--- src/rtl/pipe_stage_reg.sv ---
// Pipeline-stage register with valid/ready handshake, optional two-entry skid
// buffer, synchronous flush (bubble insert) and a saturating stall counter.
module pipe_stage_reg #(
  parameter int DATA_W = 160,
  parameter int CTRL_W = 8,
  parameter int SKID   = 1,
  parameter int CNT_W  = 8
) (
  input  logic              clk_i,
  input  logic              rst_i,
  input  logic              valid_i,
  output logic              ready_o,
  input  logic [DATA_W-1:0] data_i,
  input  logic [CTRL_W-1:0] ctrl_i,
  input  logic              flush_i,
  output logic              valid_o,
  input  logic              ready_i,
  output logic [DATA_W-1:0] data_o,
  output logic [CTRL_W-1:0] ctrl_o,
  output logic [CNT_W-1:0]  stall_cnt_o
);

  localparam bit USE_SKID = (SKID != 32'sd0);

  typedef enum logic [1:0] {
    EMPTY   = 2'd0,
    FULL    = 2'd1,
    SKIDDED = 2'd2
  } state_e;

  state_e              state_q, state_d;
  logic [DATA_W-1:0]   data_q, data_d;
  logic [CTRL_W-1:0]   ctrl_q, ctrl_d;
  logic [DATA_W-1:0]   skid_data_q, skid_data_d;
  logic [CTRL_W-1:0]   skid_ctrl_q, skid_ctrl_d;
  logic                ready_q, ready_d;
  logic [CNT_W-1:0]    stall_cnt_q, stall_cnt_d;

  logic valid_s;
  logic ready_s;
  logic accept_s;
  logic consume_s;

  assign valid_s   = (state_q != EMPTY);
  // Skid mode uses a registered ready so ready_i never reaches ready_o.
  assign ready_s   = USE_SKID ? ready_q : (!valid_s || ready_i);
  assign accept_s  = valid_i && ready_s;
  assign consume_s = valid_s && ready_i;

  // Next-state, datapath load selection and stall counter.
  always_comb begin
    state_d     = state_q;
    data_d      = data_q;
    ctrl_d      = ctrl_q;
    skid_data_d = skid_data_q;
    skid_ctrl_d = skid_ctrl_q;
    stall_cnt_d = stall_cnt_q;

    if (flush_i) begin
      state_d     = EMPTY;
      skid_data_d = '0;
      skid_ctrl_d = '0;
    end else begin
      case (state_q)
        EMPTY: begin
          if (accept_s) begin
            data_d  = data_i;
            ctrl_d  = ctrl_i;
            state_d = FULL;
          end else begin
            state_d = EMPTY;
          end
        end
        FULL: begin
          // Without a skid entry an accept in FULL always coincides with a consume.
          if (accept_s && (consume_s || !USE_SKID)) begin
            data_d  = data_i;
            ctrl_d  = ctrl_i;
            state_d = FULL;
          end else if (accept_s) begin
            skid_data_d = data_i;
            skid_ctrl_d = ctrl_i;
            state_d     = SKIDDED;
          end else if (consume_s) begin
            state_d = EMPTY;
          end else begin
            state_d = FULL;
          end
        end
        SKIDDED: begin
          if (consume_s) begin
            data_d  = skid_data_q;
            ctrl_d  = skid_ctrl_q;
            state_d = FULL;
          end else begin
            state_d = SKIDDED;
          end
        end
        default: begin
          state_d = EMPTY;
        end
      endcase
    end

    ready_d = (state_d != SKIDDED);

    if (flush_i || !valid_s || ready_i) begin
      stall_cnt_d = '0;
    end else if (stall_cnt_q != {CNT_W{1'b1}}) begin
      stall_cnt_d = stall_cnt_q + {{(CNT_W-1){1'b0}}, 1'b1};
    end else begin
      stall_cnt_d = stall_cnt_q;
    end
  end

  // State, main/skid registers, registered ready and stall counter.
  always_ff @(posedge clk_i or posedge rst_i) begin
    if (rst_i) begin
      state_q     <= EMPTY;
      data_q      <= '0;
      ctrl_q      <= '0;
      skid_data_q <= '0;
      skid_ctrl_q <= '0;
      ready_q     <= 1'b1;
      stall_cnt_q <= '0;
    end else begin
      state_q     <= state_d;
      data_q      <= data_d;
      ctrl_q      <= ctrl_d;
      skid_data_q <= skid_data_d;
      skid_ctrl_q <= skid_ctrl_d;
      ready_q     <= ready_d;
      stall_cnt_q <= stall_cnt_d;
    end
  end

  assign valid_o     = valid_s;
  assign ready_o     = ready_s;
  assign data_o      = data_q;
  // A bubble must never carry RegWrite/MemWrite/MemRead downstream.
  assign ctrl_o      = ctrl_q & {CTRL_W{valid_s}};
  assign stall_cnt_o = stall_cnt_q;

endmodule

--- config.mk ---
export PLATFORM = sky130hd
export DESIGN_NAME = pipe_stage_reg
export DESIGN_NICKNAME = d
export VERILOG_FILES = /design/src/rtl/pipe_stage_reg.sv
export SDC_FILE = /design/constraint.sdc
export NUM_CORES = 1
export LEC_CHECK = 0
export CELL_PAD_IN_SITES_DETAIL_PLACEMENT = 0
export CELL_PAD_IN_SITES_GLOBAL_PLACEMENT = 1
export CORE_UTILIZATION = 37
export DETAILED_ROUTE_END_ITERATION = 12
export GPL_TIMING_DRIVEN = 0
export PLACE_DENSITY = 0.82
export SYNTH_ARGS = -nofsm -noshare
export SYNTH_HDL_FRONTEND = slang
export SYNTH_SLANG_ARGS = --single-unit
export TNS_END_PERCENT = 100
--- constraint.sdc ---
create_clock -name clk_i -period 13 [get_ports clk_i]
set_input_delay 1.3 -clock clk_i [delete_from_list [all_inputs] [get_ports clk_i]]
set_output_delay 1.3 -clock clk_i [all_outputs]
set_load 0.01 [all_outputs]
## Word level (Yosys, flattened, before mapping)

Cells that the tools add are included.

- Bitwise operators: 2
- Reductions and logical operators: 14
- Muxes and demuxes: 23
- Equality and inequality tests: 8
- $mul: 0
- Magnitude comparators: 0
- Divide/modulo/power cells: 0
- Shift-type cells: 0
- Add/subtract/negate cells: 1

Operator list:

| kind | number |
|---|---|
| 2-to-1 mux 160 bit | 6 |
| case mux 160 bit (3 select lines) | 1 |
| 2-to-1 mux 8 bit | 8 |
| case mux 8 bit (3 select lines) | 1 |
| != test 2 bit (second input constant) | 5 |
| adder 8 x 1 -> 8 bit (second input constant) | 1 |
| bitwise AND 8 bit | 1 |
| 2-to-1 mux 2 bit | 4 |
| != test 8 bit (second input constant) | 1 |
| nonzero test 2 bit | 4 |
| case mux 2 bit (3 select lines) | 1 |
| AND reduction 5 bit | 1 |
| logical AND 1 bit | 3 |
| AND reduction 3 bit | 1 |
| nonzero test 3 bit | 1 |
| == test 2 x 1 -> 1 bit (second input constant) | 1 |
| == test 2 bit (second input constant) | 1 |
| zero test 2 bit | 1 |
| logical OR 1 bit | 2 |
| 2-to-1 mux 1 bit | 2 |
| zero test 1 bit | 1 |
| NOT 1 bit | 1 |

- Bits of input ports: 173
- Bits in writable memories: 0
- Bits in latches: 0
- ROM bits: 0
- Memories kept: 0
- Word-level logic and storage cells: 55
- Output and inout bits: 178
- Register bits: 347

## Longest topological paths before layout

- Depth in word-level cells: 8
- Gate-level depth with buffers: 7
- Gate-level depth less buffers: 5

## Worst setup path before layout

OpenSTA, ideal clock, no wires.

- Kind: input -> register
- Start point: in flush_i
- End point: reg data_q[100] (netlist: data_o[100])
- Path buffers: 4
- Arrival time: 2.317 ns
- Required time: 12.873 ns
- Path slack: 10.556 ns
- Library setup time: 0.127 ns
- Stages: 6
- Cell sequence: clkbuf_1 o31ai_2 buf_2 buf_4 buf_4 a31oi_1

- Word-level cells in the longest chain between the ends: 2

Ends and longest elaborated chain:

| what | line | text |
|---|---|---|
| start, declared | 15 | `input logic flush_i,` |
| NOT 1 bit (no line) | - |  |
| AND reduction 5 bit (no line) | - |  |
| end signal, assigned | 128 | `data_q <= data_d;` |
| end, declared | 32 | `logic [DATA_W-1:0] data_q, data_d;` |

Every way passes these cells.
A chain may end at the register's enable or synchronous reset.

## Worst setup path after layout

- Start point: reg state_q[1]
- End point: out ctrl_o[2]

- Word-level cells in the longest chain between the ends: 2

Ends and longest elaborated chain:

| what | line | text |
|---|---|---|
| start, declared | 31 | `state_e state_q, state_d;` |
| start signal, assigned | 127 | `state_q <= state_d;` |
| nonzero test 2 bit | 44 | `assign valid_s = (state_q != EMPTY);` |
| bitwise AND 8 bit | 141 | `assign ctrl_o = ctrl_q & {CTRL_W{valid_s}};` |
| end, declared | 19 | `output logic [CTRL_W-1:0] ctrl_o,` |

Every way passes these cells.

==> flow_summary.json <==
{
  "maxCapViolCount": 0,
  "place_inst": 2591,
  "rsz0062_at_grt": "false",
  "vias": 13395,
  "synth_seq_cells": 347,
  "cts.clk_slew.worst_paths_ns": 0.06,
  "wirelength_um": 46810,
  "ios": 351,
  "path_max_fanout": 10,
  "hpwl_um": 32970,
  "p_leak_nw": 8.527,
  "routedWlPerCell_um": 17.58,
  "insertion_delay_ns": 0.55,
  "cts_resized": 0,
  "cts_setup_buffers": 0,
  "worstSetupPathType": "reg -> out",
  "htree_num_levels": 2,
  "required_ns": 11.70,
  "fmax_mhz": 269.1,
  "finalCritPeriodShare_pct": 28.59,
  "period_needed_ns": 3.716,
  "gp_congestion": 0.8117,
  "cts_root_buf": "clkbuf_16",
  "setup_viol": 0,
  "synth.avg_cell_area_sq_um": 8.588,
  "initial_core_util_pct": 37.87,
  "wl_met2_um": 21870,
  "status": "completed",
  "fp.dieH_um": 201.8,
  "clock_sinks": 347,
  "fin_tns_setup_ns": 0,
  "grt_max_degree": 101,
  "crit_arrival_ns": 2.42,
  "drv_slew": 0,
  "core_sq_um": 39010,
  "rr_startpoint": "state_q[1]$_DFF_PP0_",
  "synth-edff-count": 0,
  "final_cells": 2663,
  "end_kind": "output pin",
  "top_layer": "met5",
  "cts_buffers": 39,
  "slew_headroom_pct": 44.09,
  "grt_usage_pct": 23.07,
  "ys_seq_area_share_pct": 58.79,
  "r2r_cells": 6,
  "place_area_sq_um": 19010,
  "min_from": "skid_data_q[62]$_DFFE_PP0P_",
  "dp_slack_ns": 9.127,
  "wl_met3_um": 3563,
  "antenna_found_initial": 12,
  "postCtsHoldBufs": 0,
  "finish.instance_area_sq_um": 20240,
  "worstHoldEndpoint": "skid_data_q[62]$_DFFE_PP0P_",
  "netlist_area_sq_um": 14770,
  "grt_pass1_wl_um": 74020,
  "ys.flop_type": "dfrtp_1",
  "drt-initial-drc-count": 911,
  "synth_fp_nets": 1894,
  "layout_setup_ws_ns": 9.284,
  "cts_tree": "built",
  "grt_pass1_vias": 13285,
  "powerDensity_nw_per_um2": 144.0,
  "wl_met1_um": 20270,
  "rows": 72,
  "holdWs_ns": 0.5203,
  "yosys.cell_types.count": 33,
  "drc": 0,
  "peakVddDrop_mv": 0.07373,
  "area_growth_syn_to_layout_pct": 37.03,
  "synthArstFlopShare_pct": 100.0,
  "finalClockSkew_ns": 0.01984,
  "grt_overflow": 0,
  "via_per_inst": 5.030,
  "io_buffers": 350,
  "start_kind": "flop",
  "hold_viol": 0,
  "final_nets": 2288,
  "synth_warnings": 0,
  "regToRegEndpoint": "data_o[58]$_DFFE_PP0P_",
  "clockBufferDepth": 3,
  "die_x_um": 201.8,
  "fill_cells": 3667,
  "die_area_sq_um": 40730,
  "syn_inst": 1720,
  "drive_gt1_share_pct": 6.872,
  "hold_path_class": "reg -> reg",
  "worstMarginPinSlew_ns": 0.8387,
  "dr.pass1.iters": 5,
  "hold_depth": 2,
  "ant_nets": 0,
  "rrSetupSlack_ns": 10.82
}
==> cells in the mapped netlist, types with 2 or more instances <==
cell type  instances  area (sq um)
a21oi_1          170         850.8
a31oi_1          169          1057
buf_2             70         350.3
buf_4             17         127.6
clkbuf_1          44         165.2
dfrtp_1          346          8658
inv_1              4         15.01
nand2_1          677          2541
nand2b_1           2         12.51
nand3_1            3         15.01
nor2_1           180         675.7
nor2b_1           11         68.82
nor3_1             2         10.01
o21ai_0            4         20.02
xor2_1             3         26.28
==> layer usage <==
metal | GRT usage [%] | vias up
li1 | - | 6441
met1 | 30.39 | 6440
met2 | 36.63 | 436
met3 | 6.272 | 72
met4 | 7.819 | 6
met5 | 0 | -
==> per-stage QoR <==
step                      power, mW  util [%]
after floorplan               1.514         -
after global placement        1.866     48.51
after detailed placement      1.876     48.74
after CTS                     2.949     51.85
after global routing          3.052     51.88
final                         2.914     51.89
==> flip-flops by register name (all words and copies together) (netlist names) <==
name         cells
data_o         160
skid_data_q    160
ctrl_q           8
skid_ctrl_q      8
stall_cnt_o      8
state_q          2
ready_o          1
==> final cells by class <==
| class | instances | area (sq um) | share of cell area (%) |
|---|---|---|---|
| antenna | 6 | 15.01 | 0.07417 |
| buffer | 132 | 646.9 | 3.196 |
| clock buffer | 61 | 1161 | 5.736 |
| clock inverter | 5 | 52.55 | 0.2596 |
| inverter | 4 | 22.52 | 0.1113 |
| multi-input combinational | 1237 | 5425 | 26.80 |
| sequential | 347 | 8685 | 42.90 |
| tap | 518 | 648.1 | 3.202 |
| timing repair buffer | 353 | 3586 | 17.72 |
==> cells in the final DEF, fill, tap and decap left out, types with 3 or more instances in the layout <==
cell type | netlist | final
nand2_1 | 677 | 677
clkdlybuf4s50_1 | 0 | 350
dfrtp_1 | 346 | 346
nor2_1 | 180 | 180
a21oi_1 | 170 | 170
a31oi_1 | 169 | 169
buf_2 | 70 | 70
clkbuf_1 | 44 | 58
clkbuf_16 | 0 | 41
buf_4 | 17 | 17
nor2b_1 | 11 | 11
diode_2 | 0 | 6
clkbuf_8 | 0 | 6
o21ai_0 | 4 | 4
inv_1 | 4 | 3
nand3_1 | 3 | 3
xor2_1 | 3 | 3
clkinv_2 | 0 | 3
buf_16 | 0 | 3
==> critical path, stage by stage, from the launching register on <==
cell and delay, ns:
dfrtp_1 0.45, nor2_1 0.67, nor2b_1 0.11, clkdlybuf4s50_1 0.65
==> cell families (layout without fill, tap and decap cells) <==
logic type | after synthesis | in the layout | share of synthesized area [%]
AO/OA/AOI/OAI | 348 | 348 | 13.37
multiplexers | 1 | 1 | 0.06776
flip-flops | 347 | 347 | 58.79
XOR/XNOR | 4 | 4 | 0.2372
AND/OR/NAND/NOR | 883 | 883 | 22.96
adder cells (fa/ha/maj) | 1 | 1 | 0.08469
other | 0 | 6 | 0
buffers and inverters | 136 | 555 | 4.481
==> power breakdown <==
group	internal, mW	switching, mW
Combinational	0.305	0.278
Sequential	1.20	0.0716
Clock	0.630	0.431
==> worst max-delay path by stage <==
stage / startpoint / depth (start not counted) / slack [ns] / end
5_1_grt: state_q[1]$_DFF_PP0_ / 3 / 9.12 / ctrl_o[2]
3_3_place_gp: rst_i / 2 / -2.50 / skid_data_q[129]$_DFFE_PP0P_
3_5_place_dp: flush_i / 5 / 9.13 / skid_data_q[157]$_DFFE_PP0P_
6_report: state_q[1]$_DFF_PP0_ / 3 / 9.28 / ctrl_o[2]
4_1_cts: state_q[1]$_DFF_PP0_ / 3 / 9.13 / ctrl_o[2]
2_1_floorplan: rst_i / 1 / 2.08 / ctrl_q[0]$_DFFE_PP0P_
No activity file was read; power rests on OpenSTA's default activity.
==> edit: new RTL, config.mk and constraints unchanged <==
Make the reset (`rst_i`) synchronous in one clocked block.
--- a/src/rtl/pipe_stage_reg.sv
+++ b/src/rtl/pipe_stage_reg.sv
@@ -115,5 +115,5 @@
 
   // State, main/skid registers, registered ready and stall counter.
-  always_ff @(posedge clk_i or posedge rst_i) begin
+  always_ff @(posedge clk_i) begin
     if (rst_i) begin
       state_q     <= EMPTY;
Check against the original RTL: not settled (the Yosys comparison gave no result); the edit may change what the design does.
==> edit against the original RTL <==
  * Critical path depth grew 7
  * Area after synthesis rose by 3.4%
  * Worst setup slack worse by 64 ps
  * Sequential cell count unchanged
  * Final area grew 2.0%
  * Critical endpoint is now skid_data_q[65]$_SDFFE_PP0P_
  * Maximum frequency down 1.7%
  * Count of clock-buffer cells in the layout stayed put
  * Die area up 3.4%
  * Non-clock buffer count rose by 55
  * Power decreased by 12%
  * Wire length is 7.0% higher
==> edit: results (changes against the original RTL) <==
<table>
<tr><th>Metric</th><th>Value</th></tr>
<tr><th colspan="2">Final layout</th></tr>
<tr><td>Layout sequential cell count</td><td>347 (unchanged)</td></tr>
<tr><td>Multi-In Gates</td><td>1070 (was 1237)</td></tr>
<tr><td>Multi-input combinational area share</td><td>36.0% (was 26.8%)</td></tr>
<tr><td>Fillcell total</td><td>3779 (was 3667)</td></tr>
<tr><td>Non-clock inverter count in the final layout</td><td>3 (was 4)</td></tr>
<tr><td>Relative area of clock buffers and inverters in the final design</td><td>5.86% (was 6.00%)</td></tr>
<tr><td>Fraction of area in registers</td><td>33.6% (was 42.9%)</td></tr>
<tr><th colspan="2">Place</th></tr>
<tr><td>Placed inst area</td><td>19400 sq um (was 19000 sq um)</td></tr>
<tr><td>Cell total after placement</td><td>2492 (was 2591)</td></tr>
<tr><td>Global placer's final weighted congestion</td><td>0.840 (was 0.812)</td></tr>
<tr><th colspan="2">Worst setup path</th></tr>
<tr><td>Slowest cell on crit path</td><td>clkbuf_1 (was nor2_1)</td></tr>
<tr><th colspan="2">Timing</th></tr>
<tr><td>Skew final</td><td>14.4 ps (was 19.8 ps)</td></tr>
<tr><th colspan="2">Power</th></tr>
<tr><td>Leakage power summed over all cells</td><td>7.71 nW (was 8.53 nW)</td></tr>
<tr><td>Peak supply drop</td><td>0.0870 mV (was 0.0737 mV)</td></tr>
<tr><td>Total net switching power</td><td>0.653 mW (was 0.781 mW)</td></tr>
<tr><td>Internal power summed over all cells</td><td>1.90 mW (was 2.13 mW)</td></tr>
<tr><th colspan="2">Synthesis</th></tr>
<tr><td>Area fraction in compound gates after synthesis</td><td>27.4% (was 13.4%)</td></tr>
<tr><td>Cells taking the most area after synthesis</td><td>dfxtp_1 (45%), mux2i_1 (11%), a2111oi_0 (9.6%) (was dfrtp_1 (59%), nand2_1 (17%), a31oi_1 (7.2%))</td></tr>
<tr><td>Synth Area in XOR/XNOR</td><td>0% (was 0.237%)</td></tr>
<tr><td>Unique cell type count in the Yosys netlist</td><td>37 (was 33)</td></tr>
<tr><td>Most used standard cells in the synthesized netlist</td><td>dfxtp_1 (347), nand2_1 (339), a21oi_1 (173) (was nand2_1 (677), dfrtp_1 (346), nor2_1 (180))</td></tr>
<tr><th colspan="2">Run status</th></tr>
<tr><td>Status</td><td>complete, no violations (unchanged)</td></tr>
<tr><th colspan="2">Global route</th></tr>
<tr><td>GRT Overall Usage</td><td>23.1% (about the same)</td></tr>
<tr><td>Maximum number of pins on one net before global-route repair</td><td>13 (was 101)</td></tr>
<tr><td>GR met3 Demand/Resource</td><td>5.28% (was 6.27%)</td></tr>
<tr><th colspan="2">Drt</th></tr>
<tr><td>Post-detailed-routing wire length</td><td>50.1 mm (was 46.8 mm)</td></tr>
<tr><td>Uppermost routed layer</td><td>met4 (was met5)</td></tr>
<tr><th colspan="2">CTS</th></tr>
<tr><td>Cts bufs inserted</td><td>40 (was 39)</td></tr>
</table>
==> edit: cell count changes in the layout (fill, tap and decap cells not counted), moves of 16 or more <==
cell,change
buf_2,-40
mux2i_1,+167
dfrtp_1,-346
a2111oi_0,+168
a211oi_2,+100
dfxtp_1,+347
buf_6,+16
nor2_1,-176
a211oi_1,+72
nand2_1,-338
a31oi_1,-168
clkbuf_1,+95
==> edit: worst paths after layout <==
kind / start / cells past startpoint / end / slack, ps
setup reg to reg: state_q[0]$_SDFF_PP0_ / 12 / skid_data_q[65]$_SDFFE_PP0P_ / 9520
hold reg to reg: skid_data_q[133]$_SDFFE_PP0P_ / 2 / skid_data_q[133]$_SDFFE_PP0P_ / 450
hold / removal: skid_data_q[133]$_SDFFE_PP0P_ / 2 / skid_data_q[133]$_SDFFE_PP0P_ / 450
setup / recovery: ready_i / 10 / skid_data_q[65]$_SDFFE_PP0P_ / 9220
